--- src/rtl/pim_host_frontend.sv ---
// rtl/pim_host_frontend.sv - host word FIFO and dispatcher onto pim_system command, microprogram and execute ports
// Tagged host words are popped in order; microprogram words are packed into one wide program before hand-off.
module pim_host_frontend #(
  parameter int CMD_SIZE_BITS       = 64,
  parameter int MICROPROG_LEN_WORDS = 4,
  parameter int HOST_FIFO_DEPTH     = 8
) (
  input  logic                                         clk,
  input  logic                                         rst,
  input  logic                                         host_valid,
  output logic                                         host_ready,
  input  logic [1:0]                                   host_kind,
  input  logic [CMD_SIZE_BITS-1:0]                     host_word,
  output logic                                         cpu_cmd_valid,
  output logic [CMD_SIZE_BITS-1:0]                     cpu_cmd_data,
  input  logic                                         cpu_cmd_ready,
  output logic                                         cpu_microprog_valid,
  output logic [CMD_SIZE_BITS*MICROPROG_LEN_WORDS-1:0] cpu_microprog_data,
  input  logic                                         cpu_microprog_ack,
  output logic                                         cpu_execute_seq_valid,
  input  logic                                         cpu_execute_seq_ready,
  output logic [$clog2(HOST_FIFO_DEPTH):0]             fifo_count,
  output logic                                         frontend_busy,
  output logic [1:0]                                   err_flags
);

  localparam int PW = $clog2(HOST_FIFO_DEPTH);
  localparam int CW = PW + 1;
  localparam int IW = (MICROPROG_LEN_WORDS > 1) ? $clog2(MICROPROG_LEN_WORDS) : 1;
  localparam logic [CW-1:0] FULL_CNT = CW'(HOST_FIFO_DEPTH);
  localparam logic [IW-1:0] LAST_IDX = IW'(MICROPROG_LEN_WORDS - 1);

  typedef enum logic [1:0] {S_IDLE, S_CMD, S_PUSH, S_EXEC} state_t;

  state_t                     state, next_state;
  logic [CMD_SIZE_BITS+1:0]   mem [HOST_FIFO_DEPTH];
  logic [PW-1:0]              wr_ptr, rd_ptr;
  logic [IW-1:0]              idx;
  logic [1:0]                 head_kind;
  logic [CMD_SIZE_BITS-1:0]   head_word;
  logic                       push, pop;

  assign host_ready            = (fifo_count != FULL_CNT);
  assign push                  = host_valid && host_ready;
  assign {head_kind, head_word} = mem[rd_ptr];

  // Valids come straight from the registered state, so they rise the cycle after the pop.
  assign cpu_cmd_valid         = (state == S_CMD);
  assign cpu_microprog_valid   = (state == S_PUSH);
  assign cpu_execute_seq_valid = (state == S_EXEC);
  assign frontend_busy         = (fifo_count != '0) || (state != S_IDLE);

  always_comb begin
    next_state = state;
    pop        = 1'b0;
    unique case (state)
      S_IDLE: begin
        if (fifo_count != '0) begin
          pop = 1'b1;
          case (head_kind)
            2'b00:   next_state = S_CMD;
            2'b01:   next_state = (idx == LAST_IDX) ? S_PUSH : S_IDLE;
            2'b10:   next_state = S_EXEC;
            default: next_state = S_IDLE;
          endcase
        end
      end
      S_CMD:  if (cpu_cmd_ready)         next_state = S_IDLE;
      S_PUSH: if (cpu_microprog_ack)     next_state = S_IDLE;
      S_EXEC: if (cpu_execute_seq_ready) next_state = S_IDLE;
      default: next_state = S_IDLE;
    endcase
  end

  always_ff @(posedge clk) begin
    if (push) mem[wr_ptr] <= {host_kind, host_word};
  end

  always_ff @(posedge clk) begin
    if (rst) begin
      state              <= S_IDLE;
      wr_ptr             <= '0;
      rd_ptr             <= '0;
      fifo_count         <= '0;
      idx                <= '0;
      cpu_cmd_data       <= '0;
      cpu_microprog_data <= '0;
      err_flags          <= '0;
    end else begin
      state <= next_state;
      if (push) wr_ptr <= wr_ptr + PW'(1);
      if (pop)  rd_ptr <= rd_ptr + PW'(1);
      unique case ({push, pop})
        2'b10:   fifo_count <= fifo_count + CW'(1);
        2'b01:   fifo_count <= fifo_count - CW'(1);
        default: fifo_count <= fifo_count;
      endcase
      if (pop) begin
        // A non-microprogram word arriving mid-pack discards the partial program first.
        if (head_kind != 2'b01 && idx != '0) begin
          cpu_microprog_data <= '0;
          idx                <= '0;
          err_flags[0]       <= 1'b1;
        end
        case (head_kind)
          2'b00: cpu_cmd_data <= head_word;
          2'b01: begin
            cpu_microprog_data[int'(idx)*CMD_SIZE_BITS +: CMD_SIZE_BITS] <= head_word;
            idx <= (idx == LAST_IDX) ? '0 : idx + IW'(1);
          end
          2'b11:   err_flags[1] <= 1'b1;
          default: ;
        endcase
      end
    end
  end

endmodule

--- config.mk ---
export PLATFORM = sky130hd
export DESIGN_NAME = pim_host_frontend
export DESIGN_NICKNAME = d
export VERILOG_FILES = /design/src/rtl/pim_host_frontend.sv
export SDC_FILE = /design/constraint.sdc
export NUM_CORES = 1
export LEC_CHECK = 0
export CAP_MARGIN = 25
export CORE_MARGIN = 2
export CORE_UTILIZATION = 46
export DETAILED_ROUTE_END_ITERATION = 10
export GPL_TIMING_DRIVEN = 0
export PLACE_DENSITY = 0.73
export SLEW_MARGIN = 10
export SYNTH_ARGS = -nofsm -noshare
export SYNTH_HDL_FRONTEND = slang
export SYNTH_SLANG_ARGS = --single-unit
--- constraint.sdc ---
create_clock -name clk -period 7.2 [get_ports clk]
set_clock_uncertainty 0.05 [all_clocks]
set_input_delay 0.72 -clock clk [delete_from_list [all_inputs] [get_ports clk]]
set_output_delay 0.72 -clock clk [all_outputs]
set_load 0.1 [all_outputs]
# Word-level counts from Yosys, hierarchy flattened
# Memory sizes are Yosys's and may differ from the RTL's. A register that Yosys moved wholly into a read port is not among the register bits.
# Cells that the tools add are included.
# classes
add_sub_neg	6
n_eq_ne	15
shift	2
muxes	22
reduce_logical	15
# op_table
op	count
2-to-1 mux 256 bit	4
bitwise mux 256 bit	1
variable shift 64 x 33 -> 256 bit, first input constant	1
indexed part select 64 x 33 -> 256 bit	1
negator 8 -> 33 bit	1
2-to-1 mux 2 bit	8
== test 2 bit, second input constant	6
inequality test 2 x 1 -> 1 bit, second input constant	4
case mux 2 bit (4 select lines)	1
case mux 4 bit (2 select lines)	1
AND reduction 2 bit	4
nonzero test 2 bit	4
adder 3 x 1 -> 3 bit, second input constant	2
== test 2 x 1 -> 1 bit, second input constant	3
2-to-1 mux 3 bit	2
case mux 2 bit (3 select lines)	1
adder 4 x 1 -> 4 bit, second input constant	1
zero test 2 bit	2
2-to-1 mux 1 bit	4
inequality test 4 bit, second input constant	1
AND reduction 4 bit	1
nonzero test 4 bit	1
subtractor 4 x 1 -> 4 bit, second input constant	1
adder 2 x 1 -> 2 bit, second input constant	1
3 further kinds	4
# totals
ff_bits	336
ramBits	528
in_bits	72
wordCells	70
memories	1
# mem_list
name	depth	word_bits	read_ports	rd_clocked_by_memory_dff	wr	line	rtl
mem	8	66	1	1	1	36	logic [CMD_SIZE_BITS+1:0] mem [HOST_FIFO_DEPTH];

# Logic depth before layout (Yosys ltp)
# logic_depth
word_depth	7
mapped_depth	12

# Worst setup path after synthesis
# No wires, ideal clock.
# synth_timing
path_kind	reg-to-reg
start	reg fifo_count[1]
end	mem mem[0][0] (netlist bit), enable pin
arrival_time_ps	8775
required_ps	6494
setup_slack_ps	-2281
stages_incl_launch_ff	6
n_path_buf	1
synth_period_minus_slack_ps	9481
path_cell_list	dfxtp_1 clkbuf_1 nor3_1 nand2_1 nand2_1 nor4_1
# synth_between
elab_chain_len	4
# synth_rtl
element	line	rtl
start, declared	22	output logic [$clog2(HOST_FIFO_DEPTH):0] fifo_count,
start signal, assigned	94	2'b10: fifo_count <= fifo_count + CW'(1);
start signal, assigned	95	2'b01: fifo_count <= fifo_count - CW'(1);
start signal, assigned	96	default: fifo_count <= fifo_count;
inequality test 4 bit	43	assign host_ready = (fifo_count != FULL_CNT);
named net host_ready	11	output logic host_ready,
logical AND 1 bit	44	assign push = host_valid && host_ready;
2-to-1 mux 1 bit	76	if (push) mem[wr_ptr] <= {host_kind, host_word};
2-to-1 mux 1 bit (implied by the code)	76	
end, declared	36	
# The timed path passes the listed nets, and every way through them passes these cells.

==> summary.md <==
| Metric | Value |
|---|---|
| Endpoint required time on the critical path | 7.65 ns |
| Category of the worst setup path launch point | register |
| Slowest Stage Delay on Critical Path | 0.77 ns |
| CTS tree | done |
| Die Ht | 263.4 um |
| Clock sinks | 867 |
| Number of vias in the routed layout | 18,480 |
| TritonRoute pass-1 iters | 5 |
| Part of the total power dissipated in sequential elements | 38.0% |
| Final setup violation count | 0 |
| Area of the core | 66,920 um2 |
| Area grow syn2layout | 28.55% |
| Per-cell routed wire length | 25.20 um |
| Distinct cell type count of the synthesized netlist | 40 |
| Logic gate share of total power | 33.3% |
| # DRC | 0 |
| Synth Flop Type | edfxtp_1 |
| Count of boundary I/O pins | 403 |
| Run status | finished clean |
| Count of cells resized by post-cts repair | 0 |
| Post-Synthesis Cells | 1,743 |
| Worst vdd ir | 0.2960 mV |
| Warning count from the yosys run | 0 |
| Setup Fix Bufs, Post-CTS | 0 |
| First-pass GRT wire length | 121.2 mm |
| Seq cells post-synth | 867 |
| Number of nets with antenna violations after detailed routing | 0 |
| Master of the slowest instance on the critical path | clkbuf_1 |
| Kind of cell with the highest combined delay on the critical path | buffers and inverters |
| Pint | 9873 uW |
| RSZ-0062 raised after global routing | false |
| Post-placement cell area | 36,820 um2 |
| Root buffer selected by CTS | clkbuf_16 |
| Initial antenna violation count | 9 |
| Clock slew at the register clock pins of the worst setup and hold paths | 0.06 ns |
| Count of final hold-check violations | 0 |
| Worst Path Class, Setup | reg2reg |
| Max Clk Rate | 275.7 MHz |
| Num CTS Buffers | 88 |
| Total net switching power | 5771 uW |
| Number of enable-type register cells in the synthesized netlist | 528 |
| Drt initial violations | 1,546 |
| Die Area | 69,360 um2 |
| Min-Delay Path Class | reg2reg |
| Row count | 95 |
| Final weighted congestion of routability-driven global placement | 0.8307 |
| Final critical path time including I/O delays and setup | 3.627 ns |
| Leak pwr | 0.01328 uW |
| Maximum fanout along the worst path | 10 |
| Max-slew headroom | 29.77% |
| Port Buf Inserts | 401 |
| Clock latency of the later-clocked register in the worst-skew pair | 0.63 ns |
| Half-perimeter wire length of the detailed placement result | 57.33 mm |
| Final slew viol count | 0 |
| Synthesized cell area | 30,940 um2 |
| Area of all placed cells without fillers | 39,780 um2 |
| Maximum number of pins on one net before global-route repair | 24 |
| Mean cell area of the mapped netlist | 17.75 um2 |
| Critical path data arrival time | 4.08 ns |
| Clk pwr share | 28.7% |
| Drt via density | 5.689 |
| Syn Nets | 1,826 |
| Ratio of cells with drive above 1 in the final layout | 16.17% |
| Die Span X | 263.4 um |
| Maximum buffer depth of the clock tree | 3 |
| Total wire length after detailed routing | 81.85 mm |
| Switching share of power | 36.89% |
| Tot GR Track Use | 23.38% |
| Level count of the clock H-tree | 3 |
| Element type at the critical path end | register |
| PD cells | 393.3 nW/um2 |
| Max-Cap Viols | 0 |
| Worst slew pin tran | 1.050 ns |
| CTS Hold Bufs | 0 |
| Count of buffering cells on the critical path with inverters included | 3 |
| Fraction of the cycle the final worst path needs | 50.37% |
| Synth async-reset ratio | 0% |
| Net count, final | 2,378 |
| Overflow left after global routing | 0 |
| Register area share after synthesis | 73.17% |
| Initial cell density of the core | 46.24% |
| Final-layout setup total negative slack | 0 ns |
| Cells along the critical path | buf_6 -> clkbuf_1 -> buf_1 -> mux4_2 -> mux2i_1 -> nor2_1 -> a22o_1 |
| Via count of the first global-routing pass | 18,830 |
-- worst reg2reg max path, cell delays in order, from the launching register on --
cell and delay, ns:
dfxtp_1 0.32, buf_6 0.13, clkbuf_1 0.77, buf_1 0.77, mux4_2 0.60, mux2i_1 0.36
nor2_1 0.25, a22o_1 0.26
-- final cells by class --
type                       count  area [um2]
tap                          873        1092
clock inverter                32       270.3
inverter                       4       15.01
timing repair buffer         462        4788
multi-input combinational    750        7687
fill                        4861       27140
clock buffer                 132        2603
buffer                       122       664.4
antenna                        6       15.01
sequential                   867       22640
-- cells in the mapped netlist, drive strengths merged (4+ instances only) --
cell	n	area [um2]
nor2	148	558.0
dfxtp	339	6787
clkbuf	67	255.2
nor3	6	35.03
buf	55	407.9
a211oi	64	480.5
inv	4	15.01
nand2	11	41.29
edfxtp	528	15860
a21oi	10	50.05
a22o	256	2242
a311oi	4	105.1
mux4	132	2973
ha	11	137.6
mux2i	70	704.4
o21ai	4	20.02
xor2	6	52.55
-- registers in the layout (all words and copies together), names as in the netlist, named ones only --
| signal | count |
|---|---|
| mem | 528 |
| cpu_microprog_data | 256 |
| cpu_cmd_data | 64 |
| fifo_count | 4 |
| rd_ptr | 3 |
| wr_ptr | 3 |
| err_flags | 2 |
| idx | 2 |
| state | 2 |
-- stage by stage --
stage,std cells,worst slack (ns),hold WS (ns),util [%],total power [uW]
2_1_floorplan,1743,-0.4532,0.4041,-,9749
3_3_place_gp,3017,-4.297,0.4099,53.89,11120
3_5_place_dp,3072,3.506,0.4125,55.02,11250
4_1_cts,3236,3.494,0.4292,59.32,15710
5_1_grt,3245,3.350,0.4408,59.43,16190
6_report,3248,3.573,0.4261,59.44,15640
-- cells by family (layout without fill, tap and decap cells) --
group | after synthesis | after routing | share of synthesized area, %
DFF | 867 | 867 | 73.17
AOI/OAI and AO/OA | 341 | 341 | 9.470
muxes | 203 | 203 | 11.93
and+or+nand+nor | 188 | 188 | 2.592
buffers and inverters | 126 | 752 | 2.192
adders and majority gates | 11 | 11 | 0.4448
xor gates and xnor gates | 7 | 7 | 0.1981
other | 0 | 6 | 0
-- placed cells by master, fill, tap and decap left out, drive strengths merged, types with 2 or more instances in the layout --
cell,instances
edfxtp,528
clkdlybuf4s50,401
dfxtp,339
a22o,256
clkbuf,199
nor2,148
mux4,132
buf,116
mux2i,70
a211oi,64
clkinv,23
nand2,11
ha,11
a21oi,10
inv,9
diode,6
xor2,6
nor3,6
a311oi,4
o21ai,4
bufinv,4
nand2b,3
nand3,3
nor4,3
nor2b,2
and2,2
and4,2
or3,2
nor3b,2
nor4bb,2
-- power by group through the flow --
stage               Sequential [uW]  Combinational [uW]  Clock (uW)
floorplan                      7830                1920           0
global placement               6050                5070           0
detailed placement             6040                5210           0
CTS                            5940                5220        4540
global route                   5980                5460        4740
finish                         5940                5220        4490
-- worst paths after layout --
check / startpoint / to / slack (ns) / depth (start not counted)
setup / recovery: register / cpu_microprog_data[241] / 3.57 / 7
hold / removal: cpu_microprog_data[227] / cpu_microprog_data[227] / 0.43 / 1
setup reg to reg: register / cpu_microprog_data[241] / 3.57 / 7
hold reg to reg: cpu_microprog_data[227] / cpu_microprog_data[227] / 0.43 / 1
-- metal layers --
| layer | up-vias | track usage (%) | share of wire (%) |
|---|---|---|---|
| li1 | 8101 | - | - |
| met1 | 9408 | 31.15 | 41 |
| met2 | 825 | 38.26 | 48 |
| met3 | 136 | 4.780 | 7.8 |
| met4 | 8 | 8.463 | 2.8 |
| met5 | - | 0 | 0.11 |
Power figures use the tool's default switching activity.
